===== config.mk =====
export PLATFORM = sky130hd
export DESIGN_NAME = ps2_host_tx
export DESIGN_NICKNAME = d
export VERILOG_FILES = /design/src/rtl/ps2_host_tx.sv
export SDC_FILE = /design/constraint.sdc
export NUM_CORES = 1
export LEC_CHECK = 0
export CORE_MARGIN = 2
export CORE_UTILIZATION = 54
export CTS_BUF_LIST = sky130_fd_sc_hd__clkbuf_16
export DETAILED_ROUTE_END_ITERATION = 16
export MAX_ROUTING_LAYER = met4
export PLACE_DENSITY = 0.76
export SETUP_SLACK_MARGIN = 0.15
export SLEW_MARGIN = 30
export SYNTH_ARGS = -nofsm -noshare
export SYNTH_HDL_FRONTEND = slang
export SYNTH_SLANG_ARGS = --single-unit

===== constraint.sdc =====
create_clock -name clk_vga -period 1.73 [get_ports clk_vga]
set_input_delay 0.173 -clock clk_vga [delete_from_list [all_inputs] [get_ports clk_vga]]
set_output_delay 0.173 -clock clk_vga [all_outputs]
set_load 0.03 [all_outputs]

===== src/rtl/ps2_host_tx.sv =====
// PS/2 host-to-device transmitter: inhibit, request-to-send, shift out
// a byte with odd parity on device clock falls, check ACK, time out.
module ps2_line_filter #(
  parameter int LEN = 8
) (
  input  logic clk_vga,
  input  logic reset_btn,
  input  logic i_pin,
  output logic o_level
);
  localparam int FW = $clog2(LEN + 1);
  localparam logic [FW-1:0] CMAX = FW'(LEN - 1);

  logic [1:0]    r_sync;
  logic          r_level;
  logic [FW-1:0] r_cnt;

  // level is accepted only after LEN consecutive differing samples
  always_ff @(posedge clk_vga or posedge reset_btn) begin
    if (reset_btn) begin
      r_sync  <= 2'b11;
      r_level <= 1'b1;
      r_cnt   <= '0;
    end else begin
      r_sync <= {r_sync[0], i_pin};
      if (r_sync[1] == r_level) begin
        r_cnt <= '0;
      end else if (r_cnt == CMAX) begin
        r_level <= r_sync[1];
        r_cnt   <= '0;
      end else begin
        r_cnt <= r_cnt + 1'b1;
      end
    end
  end

  assign o_level = r_level;
endmodule

module ps2_host_tx #(
  parameter int INHIBIT_CYCLES = 5000,
  parameter int TIMEOUT_CYCLES = 750000,
  parameter int FILTER_LEN     = 8
) (
  input  logic       clk_vga,
  input  logic       reset_btn,
  input  logic [7:0] tx_data,
  input  logic       tx_valid,
  output logic       tx_ready,
  input  logic       ps2_clock_in,
  input  logic       ps2_data_in,
  output logic       ps2_clock_drive_low,
  output logic       ps2_data_drive_low,
  output logic       busy,
  output logic       done,
  output logic       error
);
  localparam int IW = $clog2(INHIBIT_CYCLES + 1);
  localparam int TW = $clog2(TIMEOUT_CYCLES + 1);
  localparam logic [IW-1:0] IMAX = IW'(INHIBIT_CYCLES - 1);
  localparam logic [TW-1:0] TMAX = TW'(TIMEOUT_CYCLES - 1);

  typedef enum logic [2:0] {
    S_IDLE,
    S_INHIBIT,
    S_REQ,
    S_SHIFT,
    S_ACK,
    S_WAIT,
    S_FIN
  } state_t;

  state_t        r_state;
  state_t        w_next;
  logic          w_clk;
  logic          w_dat;
  logic          r_cprev;
  logic          w_fall;
  logic          w_tmo;
  logic          w_set_done;
  logic          w_set_err;
  logic [IW-1:0] r_icnt;
  logic [TW-1:0] r_tcnt;
  logic [3:0]    r_bits;
  logic [8:0]    r_shift;
  logic          r_dlow;
  logic          r_done;
  logic          r_err;

  ps2_line_filter #(.LEN(FILTER_LEN)) u_fclk (
    .clk_vga  (clk_vga),
    .reset_btn(reset_btn),
    .i_pin    (ps2_clock_in),
    .o_level  (w_clk)
  );

  ps2_line_filter #(.LEN(FILTER_LEN)) u_fdat (
    .clk_vga  (clk_vga),
    .reset_btn(reset_btn),
    .i_pin    (ps2_data_in),
    .o_level  (w_dat)
  );

  assign w_fall = r_cprev & ~w_clk;
  // a fall event restarts the timer, so it never times out on that cycle
  assign w_tmo  = (r_tcnt == TMAX) & ~w_fall;

  always_comb begin
    w_next     = r_state;
    w_set_done = 1'b0;
    w_set_err  = 1'b0;
    unique case (r_state)
      S_IDLE:    if (tx_valid) w_next = S_INHIBIT;
      S_INHIBIT: if (r_icnt == IMAX) w_next = S_REQ;
      S_REQ:     w_next = S_SHIFT;
      S_SHIFT: begin
        if (w_fall && r_bits == 4'd9) begin
          w_next = S_ACK;
        end else if (w_tmo) begin
          w_next    = S_FIN;
          w_set_err = 1'b1;
        end
      end
      S_ACK: begin
        if (w_fall) begin
          w_next    = w_dat ? S_FIN : S_WAIT;
          w_set_err = w_dat;
        end else if (w_tmo) begin
          w_next    = S_FIN;
          w_set_err = 1'b1;
        end
      end
      S_WAIT: begin
        if (w_clk && w_dat) begin
          w_next     = S_FIN;
          w_set_done = 1'b1;
        end else if (w_tmo) begin
          w_next    = S_FIN;
          w_set_err = 1'b1;
        end
      end
      S_FIN:   w_next = S_IDLE;
      default: w_next = S_IDLE;
    endcase
  end

  always_ff @(posedge clk_vga or posedge reset_btn) begin
    if (reset_btn) r_state <= S_IDLE;
    else           r_state <= w_next;
  end

  always_ff @(posedge clk_vga or posedge reset_btn) begin
    if (reset_btn) begin
      r_cprev <= 1'b1;
      r_done  <= 1'b0;
      r_err   <= 1'b0;
      r_icnt  <= '0;
      r_tcnt  <= '0;
      r_bits  <= '0;
      r_shift <= '0;
      r_dlow  <= 1'b0;
    end else begin
      r_cprev <= w_clk;
      r_done  <= w_set_done;
      r_err   <= w_set_err;
      case (r_state)
        S_IDLE: begin
          if (tx_valid) begin
            r_shift <= {~^tx_data, tx_data};
            r_icnt  <= '0;
          end
        end
        S_INHIBIT: r_icnt <= r_icnt + 1'b1;
        S_REQ: begin
          r_bits <= '0;
          r_tcnt <= '0;
          r_dlow <= 1'b1;
        end
        S_SHIFT: begin
          if (w_fall) begin
            r_tcnt <= '0;
            r_bits <= r_bits + 1'b1;
            // events 1-9 present data then parity; event 10 is the stop bit
            if (r_bits < 4'd9) begin
              r_dlow  <= ~r_shift[0];
              r_shift <= {1'b0, r_shift[8:1]};
            end else begin
              r_dlow <= 1'b0;
            end
          end else begin
            r_tcnt <= r_tcnt + 1'b1;
          end
        end
        S_ACK, S_WAIT: begin
          if (w_fall) r_tcnt <= '0;
          else        r_tcnt <= r_tcnt + 1'b1;
        end
        default: ;
      endcase
    end
  end

  assign tx_ready            = (r_state == S_IDLE);
  assign busy                = ~tx_ready;
  assign ps2_clock_drive_low = (r_state == S_INHIBIT);
  assign ps2_data_drive_low  = (r_state == S_REQ) |
                               ((r_state == S_SHIFT) & r_dlow);
  assign done                = r_done;
  assign error               = r_err;
endmodule

==> results.md <==
- Starting DRT DRC Count: between 200 and 300
- Detail Placement HPWL: roughly 5.3 mm
- Mapped Area: 0.003502 mm2
- Arrival time worst endpoint: 1.55 ns
- Vias: between 3,000 and 4,000
- Pin count of the biggest net entering global routing: 27
- Max Root-Sink Buffers: 2
- IO Pins: 19
- Initial DRT Pass Iterations: 5
- Multi-input gate area: around 0.002 mm2
- Seq/Total Area, Yosys: between 40% and 50%
- Clock Sinks: 67
- TritonCTS clock tree: yes
- Crit path from: r_state[1]
- Maximum VDD drop: ~1.1 mV
- Tcrit/Tclk final: 99.60%
- Final setup violation count: 0
- Critical R2R Launch: r_state[1]
- All-layer global routing usage: approximately a quarter
- Area growth from synthesis to layout: 40.05%
- Drc violations: 0
- RePlAce Congestion: ~0.86
- Minimum clock period after layout: approximately 1.7 ns
- Die width: between 80 and 90 um
- Global-route wire length before repair: between 10 and 15 mm
- Crit path capture type: output port
- Register-to-register path setup slack: slightly below 0.007 ns
- Hold slack final: between 0.15 and 0.2 ns
- CTS H-Tree Depth: 3
- Critical Path Fanout Max: 4
- Total of max-cap violations: 0
- Wire per inst: approximately 19 um
- GR met3 Demand/Resource: approximately 3.7%
- Avg Inst Size Synth: a little over 9 um2
- Vias in the first global route: around 3,100
- Worst skew pair latency: 0.34 ns
- Yosys cell types: between 50 and 60
- Fillers: between 300 and 400
- Setup TNS: 0 ns
- Clock input transition at the sequential cells of the worst setup and hold paths: ~0.06 ns
- Antenna diode count: 0
- Routed vias/inst: approximately 6.2
- Top post-synthesis cells by area: dfrtp_1 (43%), o21ai_0 (7.0%), dfstp_2 (5.3%)
- EDFF count, synth: 0
- Final Hold Viols: 0
- Buffers on Ports: 18
- # nets final: approximately 470
- Max Fclk: between 0.5 and 0.6 GHz
- CP required: roughly 1.6 ns
- Worst-Margin Slew: between 0.4 and 0.5 ns
- Total CTS buffers: 9
- Post-synthesis register bit count: 67
- Initial Utilization: a little under three fifths
- Initial antenna violation count: 0
- GR peak layer: met2
- Max Clock Skew: roughly 0.0048 ns
- Leading cell type in the layout, fill and taps excluded: dfrtp_1
- Mapped Nets: between 300 and 400
- Post-synth ARST share: 100.0%
- Hold_buf cts: 0
- Unrepaired setup endpoints after global routing: yes
- Ys Warns: 0
- Commonest cells after routing, fill and taps aside: dfrtp_1 (51), nand2_1 (47), buf_4 (44), o21ai_0 (30)
- Status: completed
- M1 GR Usage: between 30% and 40%
- Area leader, netlist: dfrtp_1
- Ratio of cells with drive above 1 in the final layout: between 30% and 40%
- Slew HR: between 60% and 70%
- Top cell type's share of synthesized area: 42.87%
- Final Non-Filler Cells: 534
- Final WL: around 10 mm
- Die Ht: roughly 85 um
- Worst r2r dst: r_icnt[6]
- P per Cell Area: about 1600 mW/mm2
- Sequential Area: ~0.0017 mm2
- Crit Path Class: reg -> out
- Cell count of the worst reg-to-reg path: 7
- GR Overflow Total: 0
- Post-DRT Antenna Nets: 0
- Placed cells: between 400 and 500
- Site row count: 29
- CP Launch Type: flip-flop
- Prevailing post-synth register cell: dfrtp_1
- Slew Limit Fails: 0
- Pleak: ~0.0022 uW
- Hold WC Path Type: in -> async
- Core area: between 0.006 and 0.007 mm2
- Root buffer cell: clkbuf_16
- Cells after Synth: 375
- Die Area: a little over 0.007 mm2
- Grt met2 use: a little over two fifths
power by group:
| group | internal [uW] | total [uW] | switching, uW |
|---|---|---|---|
| Combinational | 1670 | 3390 | 1720 |
| Clock | 1260 | 1950 | 692 |
| Sequential | 1980 | 2380 | 399 |
flip-flops by register name (all words and copies together) (netlist names), 2 cells and up:
name	cells
r_bits	4
r_icnt	13
r_shift	9
r_state	3
r_tcnt	20
u_fclk.r_cnt	4
u_fclk.r_sync	2
u_fdat.r_cnt	4
u_fdat.r_sync	2
metrics by stage:
step	util (%)	total power (uW)	instance area, um2	setup WS, ns
6_report	77.69	7720	4905	0.006943
5_1_grt	77.69	8143	4905	-0.03860
2_1_floorplan	-	3793	3535	0.1366
3_3_place_gp	62.27	4446	3931	0.07014
4_1_cts	71.88	6892	4538	0.05840
3_5_place_dp	62.27	4539	3931	0.02066
synthesized netlist by cell type, types with 3 or more instances:
| cell type | number |
|---|---|
| o211ai_1 | 5 |
| nor2b_1 | 7 |
| or3_1 | 4 |
| dfstp_2 | 7 |
| a22o_1 | 4 |
| nor2_1 | 16 |
| buf_2 | 3 |
| xor2_1 | 5 |
| ha_1 | 7 |
| a21oi_1 | 15 |
| nand2_2 | 3 |
| dfrtp_1 | 60 |
| clkbuf_1 | 9 |
| nor3_1 | 7 |
| o41ai_1 | 4 |
| inv_1 | 7 |
| nor4b_1 | 4 |
| o21ai_0 | 49 |
| xnor2_1 | 10 |
| and2_1 | 4 |
| nand2_1 | 48 |
| o21ai_1 | 5 |
| a31oi_1 | 3 |
| nand3_1 | 27 |
| nand2b_1 | 7 |
| mux2i_1 | 10 |
| and3_1 | 4 |
| o31ai_1 | 6 |
| nand4_1 | 4 |
worst max-delay path by stage:
stage,to,slack [ns]
detailed placement,r_icnt[10],0.02
floorplan,r_tcnt[19],0.14
finish,ps2_clock_drive_low,0.007
global route,r_icnt[6],-0.04
global placement,r_shift[4],0.07
CTS,ps2_clock_drive_low,0.06
layer usage:
metal	part of all wire, %	routed length, um	vias to the layer above
li1	-	-	1511
met1	39	3849	1641
met2	54	5354	115
met3	4.2	415	31
met4	3.0	299	0
met5	0	0	-
worst max-delay path, cell delays in order (launching register included):
cell and delay [ns]:
dfrtp_2 0.44, or3b_4 0.45, buf_6 0.15, inv_6 0.06, buf_6 0.12
cell type report:
cell class / count / share of cell area, %
flip-flops and latches: 67 / 34.59
repair buffers: 81 / 15.87
inverters: 8 / 0.7908
well taps: 77 / 1.964
clock buffers: 9 / 4.592
clock inverters: 7 / 1.913
multi-input cells: 285 / 40.28
cells by family (layout without fill, tap and decap cells):
group	after synthesis	after routing	synth area share (%)
AND/OR/NAND/NOR	152	152	22.94
XOR/XNOR	15	15	3.751
adder cells (fa/ha/maj)	7	7	2.501
multiplexers	11	11	3.180
flip-flops	67	67	48.12
AO/OA/AOI/OAI	100	100	16.72
buffers and inverters	23	105	2.786
repair_timing:
action	in CTS	in global routing
pin swaps	13	23
endpoints found under the setup margin	41	46
endpoints found under the hold margin	0	0
gates cloned	0	3
setup buffers	22	16
gates resized for setup	39	70
Power figures use the tool's default switching activity.
